<file path="src/rtl/clock_time_controller_pkg.sv">
// Shared definitions for the clock timekeeping/time-set controller: mode
// encodings, field limits and blank-mask digit positions.
package clock_ctrl_pkg;

    typedef enum logic [1:0] {
        MODE_RUN     = 2'b00,
        MODE_SET_HR  = 2'b01,
        MODE_SET_MIN = 2'b10,
        MODE_SET_SEC = 2'b11
    } mode_e;

    localparam int HR_MAX  = 23;
    localparam int MIN_MAX = 59;
    localparam int SEC_MAX = 59;

    localparam int BLANK_SEC_ONES = 0;
    localparam int BLANK_SEC_TENS = 1;
    localparam int BLANK_MIN_ONES = 2;
    localparam int BLANK_MIN_TENS = 3;
    localparam int BLANK_HR_ONES  = 4;
    localparam int BLANK_HR_TENS  = 5;

    // Digit pair belonging to the field being edited; empty in RUN.
    function automatic logic [5:0] blank_mask(input mode_e m);
        logic [5:0] mask;
        mask = '0;
        case (m)
            MODE_SET_HR: begin
                mask[BLANK_HR_ONES] = 1'b1;
                mask[BLANK_HR_TENS] = 1'b1;
            end
            MODE_SET_MIN: begin
                mask[BLANK_MIN_ONES] = 1'b1;
                mask[BLANK_MIN_TENS] = 1'b1;
            end
            MODE_SET_SEC: begin
                mask[BLANK_SEC_ONES] = 1'b1;
                mask[BLANK_SEC_TENS] = 1'b1;
            end
            default: mask = '0;
        endcase
        return mask;
    endfunction

endpackage

</file>
<file path="src/rtl/clock_time_controller_btn_debounce.sv">
// Push-button front end: 2-flop synchronizer, debounce filter and a
// one-cycle press pulse on each accepted rising level.
module btn_debounce #(
    parameter int DEBOUNCE_CYCLES = 1_000_000
) (
    input  logic clk,
    input  logic reset,
    input  logic btn_raw,
    output logic press
);

    localparam int CNT_W = $clog2(DEBOUNCE_CYCLES + 1);

    logic             sync1_q, sync1_d;
    logic             sync2_q, sync2_d;
    logic             deb_q, deb_d;
    logic             deb_prev_q, deb_prev_d;
    logic             press_q, press_d;
    logic [CNT_W-1:0] cnt_q, cnt_d;

    always_comb begin
        sync1_d    = btn_raw;
        sync2_d    = sync1_q;
        deb_d      = deb_q;
        deb_prev_d = deb_q;
        cnt_d      = '0;
        // Any cycle where synced level matches the accepted level restarts the count.
        if (sync2_q != deb_q) begin
            if (cnt_q == CNT_W'(DEBOUNCE_CYCLES - 1)) begin
                deb_d = sync2_q;
            end else begin
                cnt_d = cnt_q + 1'b1;
            end
        end
        press_d = deb_q & ~deb_prev_q;
    end

    always_ff @(posedge clk) begin
        if (reset) begin
            sync1_q    <= 1'b0;
            sync2_q    <= 1'b0;
            deb_q      <= 1'b0;
            deb_prev_q <= 1'b0;
            press_q    <= 1'b0;
            cnt_q      <= '0;
        end else begin
            sync1_q    <= sync1_d;
            sync2_q    <= sync2_d;
            deb_q      <= deb_d;
            deb_prev_q <= deb_prev_d;
            press_q    <= press_d;
            cnt_q      <= cnt_d;
        end
    end

    assign press = press_q;

endmodule

</file>
<file path="src/rtl/clock_time_controller.sv">
// 24-hour timekeeper with button-driven set mode, edit-field blink mask
// and free-running digit scan strobe.
module clock_time_controller
    import clock_ctrl_pkg::*;
#(
    parameter int CLK_HZ          = 100_000_000,
    parameter int DEBOUNCE_CYCLES = 1_000_000,
    parameter int BLINK_CYCLES    = 25_000_000,
    parameter int SCAN_DIV        = 100_000
) (
    input  logic       clk,
    input  logic       reset,
    input  logic       btn_mode,
    input  logic       btn_inc,
    output logic [4:0] hr,
    output logic [5:0] min,
    output logic [5:0] sec,
    output logic [5:0] blank,
    output logic [1:0] mode,
    output logic       scan_en
);

    localparam int PRESC_W = $clog2(CLK_HZ + 1);
    localparam int BLINK_W = $clog2(BLINK_CYCLES + 1);
    localparam int SCAN_W  = $clog2(SCAN_DIV + 1);

    logic mode_press, inc_press;

    btn_debounce #(.DEBOUNCE_CYCLES(DEBOUNCE_CYCLES)) u_mode_btn (
        .clk    (clk),
        .reset  (reset),
        .btn_raw(btn_mode),
        .press  (mode_press)
    );

    btn_debounce #(.DEBOUNCE_CYCLES(DEBOUNCE_CYCLES)) u_inc_btn (
        .clk    (clk),
        .reset  (reset),
        .btn_raw(btn_inc),
        .press  (inc_press)
    );

    mode_e              mode_q, mode_d;
    logic [4:0]         hr_q, hr_d;
    logic [5:0]         min_q, min_d;
    logic [5:0]         sec_q, sec_d;
    logic [PRESC_W-1:0] presc_q, presc_d;
    logic [BLINK_W-1:0] blink_cnt_q, blink_cnt_d;
    logic               blink_phase_q, blink_phase_d;
    logic [5:0]         blank_q, blank_d;
    logic [SCAN_W-1:0]  scan_cnt_q, scan_cnt_d;
    logic               scan_en_q, scan_en_d;
    logic               tick;
    logic               inc_accept;

    always_comb begin
        mode_d        = mode_q;
        hr_d          = hr_q;
        min_d         = min_q;
        sec_d         = sec_q;
        presc_d       = '0;
        blink_cnt_d   = '0;
        blink_phase_d = 1'b0;
        scan_cnt_d    = scan_cnt_q + 1'b1;
        scan_en_d     = 1'b0;

        tick       = (mode_q == MODE_RUN) && (presc_q == PRESC_W'(CLK_HZ - 1));
        inc_accept = inc_press && !mode_press && (mode_q != MODE_RUN);

        if ((mode_q == MODE_RUN) && !tick) begin
            presc_d = presc_q + 1'b1;
        end

        if (tick) begin
            if (sec_q == 6'(SEC_MAX)) begin
                sec_d = '0;
                if (min_q == 6'(MIN_MAX)) begin
                    min_d = '0;
                    hr_d  = (hr_q == 5'(HR_MAX)) ? '0 : hr_q + 1'b1;
                end else begin
                    min_d = min_q + 1'b1;
                end
            end else begin
                sec_d = sec_q + 1'b1;
            end
        end

        // A mode press in the same cycle as an inc press discards the inc.
        if (mode_press) begin
            case (mode_q)
                MODE_RUN:     mode_d = MODE_SET_HR;
                MODE_SET_HR:  mode_d = MODE_SET_MIN;
                MODE_SET_MIN: mode_d = MODE_SET_SEC;
                default:      mode_d = MODE_RUN;
            endcase
        end else if (inc_accept) begin
            case (mode_q)
                MODE_SET_HR:  hr_d  = (hr_q  == 5'(HR_MAX))  ? '0 : hr_q  + 1'b1;
                MODE_SET_MIN: min_d = (min_q == 6'(MIN_MAX)) ? '0 : min_q + 1'b1;
                MODE_SET_SEC: sec_d = (sec_q == 6'(SEC_MAX)) ? '0 : sec_q + 1'b1;
                default:      hr_d  = hr_q;
            endcase
        end

        if (!(mode_press || inc_accept || (mode_q == MODE_RUN))) begin
            if (blink_cnt_q == BLINK_W'(BLINK_CYCLES - 1)) begin
                blink_phase_d = ~blink_phase_q;
            end else begin
                blink_cnt_d   = blink_cnt_q + 1'b1;
                blink_phase_d = blink_phase_q;
            end
        end

        // Built from next-state values so blank updates together with mode/phase.
        blank_d = blink_phase_d ? blank_mask(mode_d) : '0;

        if (scan_cnt_q == SCAN_W'(SCAN_DIV - 1)) begin
            scan_cnt_d = '0;
            scan_en_d  = 1'b1;
        end
    end

    always_ff @(posedge clk) begin
        if (reset) begin
            mode_q        <= MODE_RUN;
            hr_q          <= '0;
            min_q         <= '0;
            sec_q         <= '0;
            presc_q       <= '0;
            blink_cnt_q   <= '0;
            blink_phase_q <= 1'b0;
            blank_q       <= '0;
            scan_cnt_q    <= '0;
            scan_en_q     <= 1'b0;
        end else begin
            mode_q        <= mode_d;
            hr_q          <= hr_d;
            min_q         <= min_d;
            sec_q         <= sec_d;
            presc_q       <= presc_d;
            blink_cnt_q   <= blink_cnt_d;
            blink_phase_q <= blink_phase_d;
            blank_q       <= blank_d;
            scan_cnt_q    <= scan_cnt_d;
            scan_en_q     <= scan_en_d;
        end
    end

    assign hr      = hr_q;
    assign min     = min_q;
    assign sec     = sec_q;
    assign blank   = blank_q;
    assign mode    = mode_q;
    assign scan_en = scan_en_q;

endmodule

</file>
<file path="config.mk">
export PLATFORM = sky130hd
export DESIGN_NAME = clock_time_controller
export DESIGN_NICKNAME = d
export VERILOG_FILES = /design/src/rtl/clock_time_controller_pkg.sv /design/src/rtl/clock_time_controller_btn_debounce.sv /design/src/rtl/clock_time_controller.sv
export SDC_FILE = /design/constraint.sdc
export NUM_CORES = 1
export LEC_CHECK = 0
export ABC_AREA = 1
export BUFFER_PORTS_ARGS = -buffer_cell sky130_fd_sc_hd__buf_2
export CAP_MARGIN = 20
export CORE_UTILIZATION = 50
export CTS_CLUSTER_DIAMETER = 200
export DETAILED_ROUTE_END_ITERATION = 7
export PLACE_DENSITY = 0.73
export SETUP_SLACK_MARGIN = 0.3
export SKIP_CTS_REPAIR_TIMING = 1
export SYNTH_ARGS = -nofsm -noshare
export SYNTH_HDL_FRONTEND = slang
export SYNTH_SLANG_ARGS = --single-unit
</file>
<file path="constraint.sdc">
create_clock -name clk -period 4.87 [get_ports clk]
set_clock_uncertainty 0.1 [all_clocks]
set_input_delay 0.7305 -clock clk [delete_from_list [all_inputs] [get_ports clk]]
set_output_delay 0.7305 -clock clk [all_outputs]
set_load 0.05 [all_outputs]
</file>
### Word level (Yosys, flattened, before mapping)

Index checks and enable logic that the tools add are counted.
Widths: inputs -> output; s select.

| cells by class | value |
|---|---|
| add/subtract/negate cells | 8 |
| $mul | 0 |
| divide/modulo/power cells | 0 |
| order comparisons | 0 |
| equal/unequal tests | 17 |
| shift operators | 0 |
| muxes and demuxes | 26 |
| bitwise logic cells | 9 |
| reductions and logical operators | 19 |

Operators by type and width:

| kind | number |
|---|---|
| $mux 6 | 11 |
| $add 20x1->20 const B | 2 |
| $eq 20x20->1 const B | 2 |
| $mux 5 | 6 |
| $add 27x1->27 const B | 1 |
| $eq 27x27->1 const B | 1 |
| $add 25x1->25 const B | 1 |
| $eq 25x25->1 const B | 1 |
| $add 17x1->17 const B | 1 |
| $eq 17x17->1 const B | 1 |
| $add 6x1->6 const B | 2 |
| $eq 6x6->1 const B | 2 |
| $pmux 5 s2 | 1 |
| $reduce_or 3->1 | 3 |
| $eq 2x2->1 const B | 4 |
| $mux 2 | 4 |
| $reduce_or 2->1 | 4 |
| $not 1->1 | 7 |
| $pmux 2 s3 | 1 |
| $add 5x1->5 const B | 1 |
| $eq 5x5->1 const B | 1 |
| $eq 2x1->1 const B | 2 |
| $logic_and 1x1->1 | 4 |
| $ne 4x2->1 const B | 1 |
| 8 further kinds | 15 |

| word-level totals | value |
|---|---|
| register bits | 146 |
| latch bits | 0 |
| RAM bits | 0 |
| ROM bits | 0 |
| input bits | 4 |
| output and inout bits | 26 |
| memories | 0 |

### Logic depth before layout (Yosys ltp)

| depth | value |
|---|---|
| word-level depth | 8 |
| gate-level depth with buffers | 14 |

### Hierarchy

A second synthesis with hierarchy kept.

| second synthesis, totals | value |
|---|---|
| cells, all modules | 1032 |
| area total of the unflattened synthesis | 7364.6 um^2 |

Modules (own cells, without submodules):

| module | times used | cells each | area an instance (um^2) | sequential area each (um^2) |
|---|---|---|---|---|
| clock_time_controller | 1 | 702 | 4914.7 | 1861.8 |
| btn_debounce | 2 | 165 | 1224.9 | 500.5 |

### Least setup slack after synthesis

OpenSTA, ideal clock, no wires.

| timing path | value |
|---|---|
| path type | reg2reg |
| start | reg mode_q[0], in the netlist mode[0] |
| end | reg blink_cnt_q[19] |
| library setup time | 0.070 ns |
| data arrival time | 1.988 ns |
| slack | 2.712 ns |
| cell stages (with the launch flop) | 7 |
| path buffers | 1 |
| period minus slack after synthesis | 2.158 ns |
| path through | dfxtp_1 -> inv_1 -> ha_1 -> nor4_1 -> nand2_2 -> buf_2 -> a21oi_1 |

| between the ends | value |
|---|---|
| longest elaborated chain between the ends | 5 |

Ends and longest elaborated chain:

| what | RTL line | source |
|---|---|---|
| start, declared | clock_time_controller.sv:43 | `mode_e mode_q, mode_d;` |
| start signal, assigned | clock_time_controller.sv:136 | `mode_q <= mode_d;` |
| $reduce_bool 2->1 | clock_time_controller.sv:68 | `inc_accept = inc_press && !mode_press && (mode_q != MODE_RUN);` |
| $logic_and 1x1->1 | clock_time_controller.sv:68 |  |
| $logic_or 1x1->1 | clock_time_controller.sv:105 | `if (!(mode_press \|\| inc_accept \|\| (mode_q == MODE_RUN))) begin` |
| $logic_or 1x1->1 * | clock_time_controller.sv:105 |  |
| $reduce_or 3->1 (no source line) * | - |  |
| end signal, assigned | clock_time_controller.sv:141 | `blink_cnt_q <= blink_cnt_d;` |
| end, declared | clock_time_controller.sv:48 | `logic [BLINK_W-1:0] blink_cnt_q, blink_cnt_d;` |

Mark *: on every way between the ends. The rest lies on a longest branch, timed or not.
A chain may end at the register's enable or synchronous reset.

### Worst setup path in the final report

| timing path | value |
|---|---|
| start | in reset |
| end | reg u_mode_btn.cnt_q[17] |

| between the ends | value |
|---|---|
| longest elaborated chain between the ends | 1 |

Ends and longest elaborated chain:

| what | RTL line | source |
|---|---|---|
| start, declared | clock_time_controller.sv:12 | `input logic reset,` |
| $reduce_or 3->1 (no source line) | - |  |
| end signal, assigned | clock_time_controller_btn_debounce.sv:52 | `cnt_q <= cnt_d;` |
| end, declared | clock_time_controller_btn_debounce.sv:19 | `logic [CNT_W-1:0] cnt_q, cnt_d;` |

Every way passes these cells.

==> results.ini <==
[outcome]
status = completed

[floorplanning]
dieArea_um2 = 14400
io_pins = 30
start_util = 0.520
rows = 42
die-height_um = 120
core-area_um2 = 13400
dieWidth_um = 120

[sta]
tns_ns = 0
rsz0062_at_grt = false
fin_crit_sh = 0.471
finalCriticalPeriod_ns = 2.29
slew_violations = 0
timing.final.hold_violations = 0
fmax_ghz = 0.436
fin_ws_ns = 2.58
slew_headroom = 0.597
setup_violations = 0
worstMarginPinSlew_ns = 0.598

[clock_tree]
clk_pin_slew_ns = 0.06
cts_tree = yes
cts_root_buffer = clkbuf_16
clk_latency_ns = 0.43
cts_buffers = 17
cts_max_path_buffers = 2
clock_sinks = 143
htree_levels = 4

[worst_setup_path]
endpoint_kind = flop
required_ns = 5.09
crit_chain = buf_2 > clkinv_1 > o21ai_0 > a21oi_1 > nand2_1 > inv_1 > o21ai_0 > nor2_1
arrival_ns = 2.51
worstSetupStartpointType = input port
cp_slowest_cell = clkinv_1
r2r_start = mode[0]
cp_max_fo = 19
crit_buf_inv = 3
crit_family = buffers and inverters
cp-startpoint = reset
path_class = in -> reg
path_common_cell = o21ai_0
crit_path_max_incr_delay_ns = 0.49

[route]
drc_errors = 0
via_per_inst = 4.90
wl_per_cell_um = 10.9
firstDrtPassIters = 5
wl_mm = 13.5
postRouteAntennaNets = 0
drt_iter0_drc = 445
vias = 6062

[yosys]
yosysSeqAreaShare = 0.411
synth_top_area_share = 0.411
synth_edf_count = 0
synth_warnings = 0
synth_ff_type = dfxtp_1
synth.distinct_cells = 36
ys_seq_elements = 143
synthTopCellsByCount = nand2_1 (236), nor2_1 (163), dfxtp_1 (143)
synth_cells = 1013
synthArstFlopShare = 0
yosys-top-cells-area = dfxtp_1 (41%), nand2_1 (13%), nor2_1 (8.8%)
synth_area_per_cell_um2 = 6.88
synth_nets = 1029
synth_top_cell_by_area = dfxtp_1
synth_area_um2 = 6970
yosysMostFrequentCell = nand2_1

[run]
drv_cap = 0

[min_path]
worstHoldStart = u_mode_btn.deb_prev_q
hold_path_class = reg -> reg

[global_routing]
grtUsageTotal = 0.200
grt_pass1_wl_mm = 23.2
antenna_found_initial = 0
grt_pass1_vias = 5290
grt_max_degree = 28
grt_overflow = 0

[pwr]
p_leak_nw = 2.99
power_per_cell_area_nw_per_um2 = 327
irDropWorstVdd_v = 0.000225

[finish]
drive_above_1_share = 0.0915
nNetsFinal = 1063
diodes = 0
syn2layout_area_growth_pct = 12.7
final_area_um2 = 7850

[placement]
gp_congestion = 0.828
dpl.hpwl_mm = 9.73
place_ws_ns = 2.09
place_area_um2 = 7230
io_buffers = 29

-- metrics by stage --
stage	power (mW)	hold slack (ns)	cells	util
5_1_grt	2.65	0.315	1236	0.586
2_1_floorplan	1.23	0.273	1013	-
3_5_place_dp	1.23	0.286	1204	0.539
6_report	2.57	0.292	1236	0.586
3_3_place_gp	1.23	0.279	1204	0.539
4_1_cts	2.59	0.295	1236	0.586
-- cell usage in the layout, fill, tap and decap left out, types with 4 or more instances in the layout --
cell type,instances
buf_2,29
inv_1,131
nor2_2,7
nand4_1,25
nor3b_1,15
nand2_2,10
nor2_1,163
nor4_1,5
clkinvlp_4,6
dfxtp_1,143
or2_2,13
ha_1,12
xnor2_1,10
nand2_1,236
bufinv_16,4
o21ai_0,17
nand3b_1,4
nor3_1,49
xor2_1,23
a21oi_1,57
nand3_1,60
clkbuf_16,17
-- cell families after synthesis --
group           after synthesis  synth area share
compound gates               80            0.0589
xor+xnor                     33            0.0415
fa+ha+maj                    12            0.0216
buf+inv                     148            0.0868
flops                       143             0.411
simple gates                597             0.380
-- flip-flops by register name (all words and copies together) (netlist names), 2 cells and up --
register and count:
blank 3, blink_cnt_q 25, hr 5, min 6, mode 2, presc_q 27
scan_cnt_q 17, sec 6, u_inc_btn.cnt_q 20, u_mode_btn.cnt_q 20
-- path summary, 6_finish.rpt --
kind,endpoint,slack [ns],depth (start not counted)
min reg2reg,u_mode_btn.press,0.29,1
min,u_mode_btn.press,0.29,1
max reg2reg,blink_cnt_q[21],2.62,5
max,u_mode_btn.cnt_q[17],2.58,8
-- layer usage --
layer / vias to the layer above / wire length [µm] / part of all wire / global-route usage
met5: - / 0 / 0 / 0
met4: 0 / 221 / 0.016 / 0.0859
met3: 19 / 577 / 0.043 / 0.0494
met2: 105 / 6090 / 0.45 / 0.318
met1: 2656 / 6570 / 0.49 / 0.255
li1: 3282 / - / - / -
-- power by group --
part	internal [mW]	switching (mW)
Combinational	0.00773	0.0194
Clock	0.854	0.502
Sequential	1.18	0.00520
-- layout make-up --
| cell class | instances | area [µm²] |
|---|---|---|
| repair buffers | 29 | 145 |
| clock inverters | 14 | 193 |
| inverters | 134 | 503 |
| flip-flops and latches | 143 | 2860 |
| multi-input cells | 722 | 3500 |
| clock buffers | 18 | 429 |
| fillers | 1265 | 5550 |
| well taps | 176 | 220 |
Power figures use the tool's default switching activity.
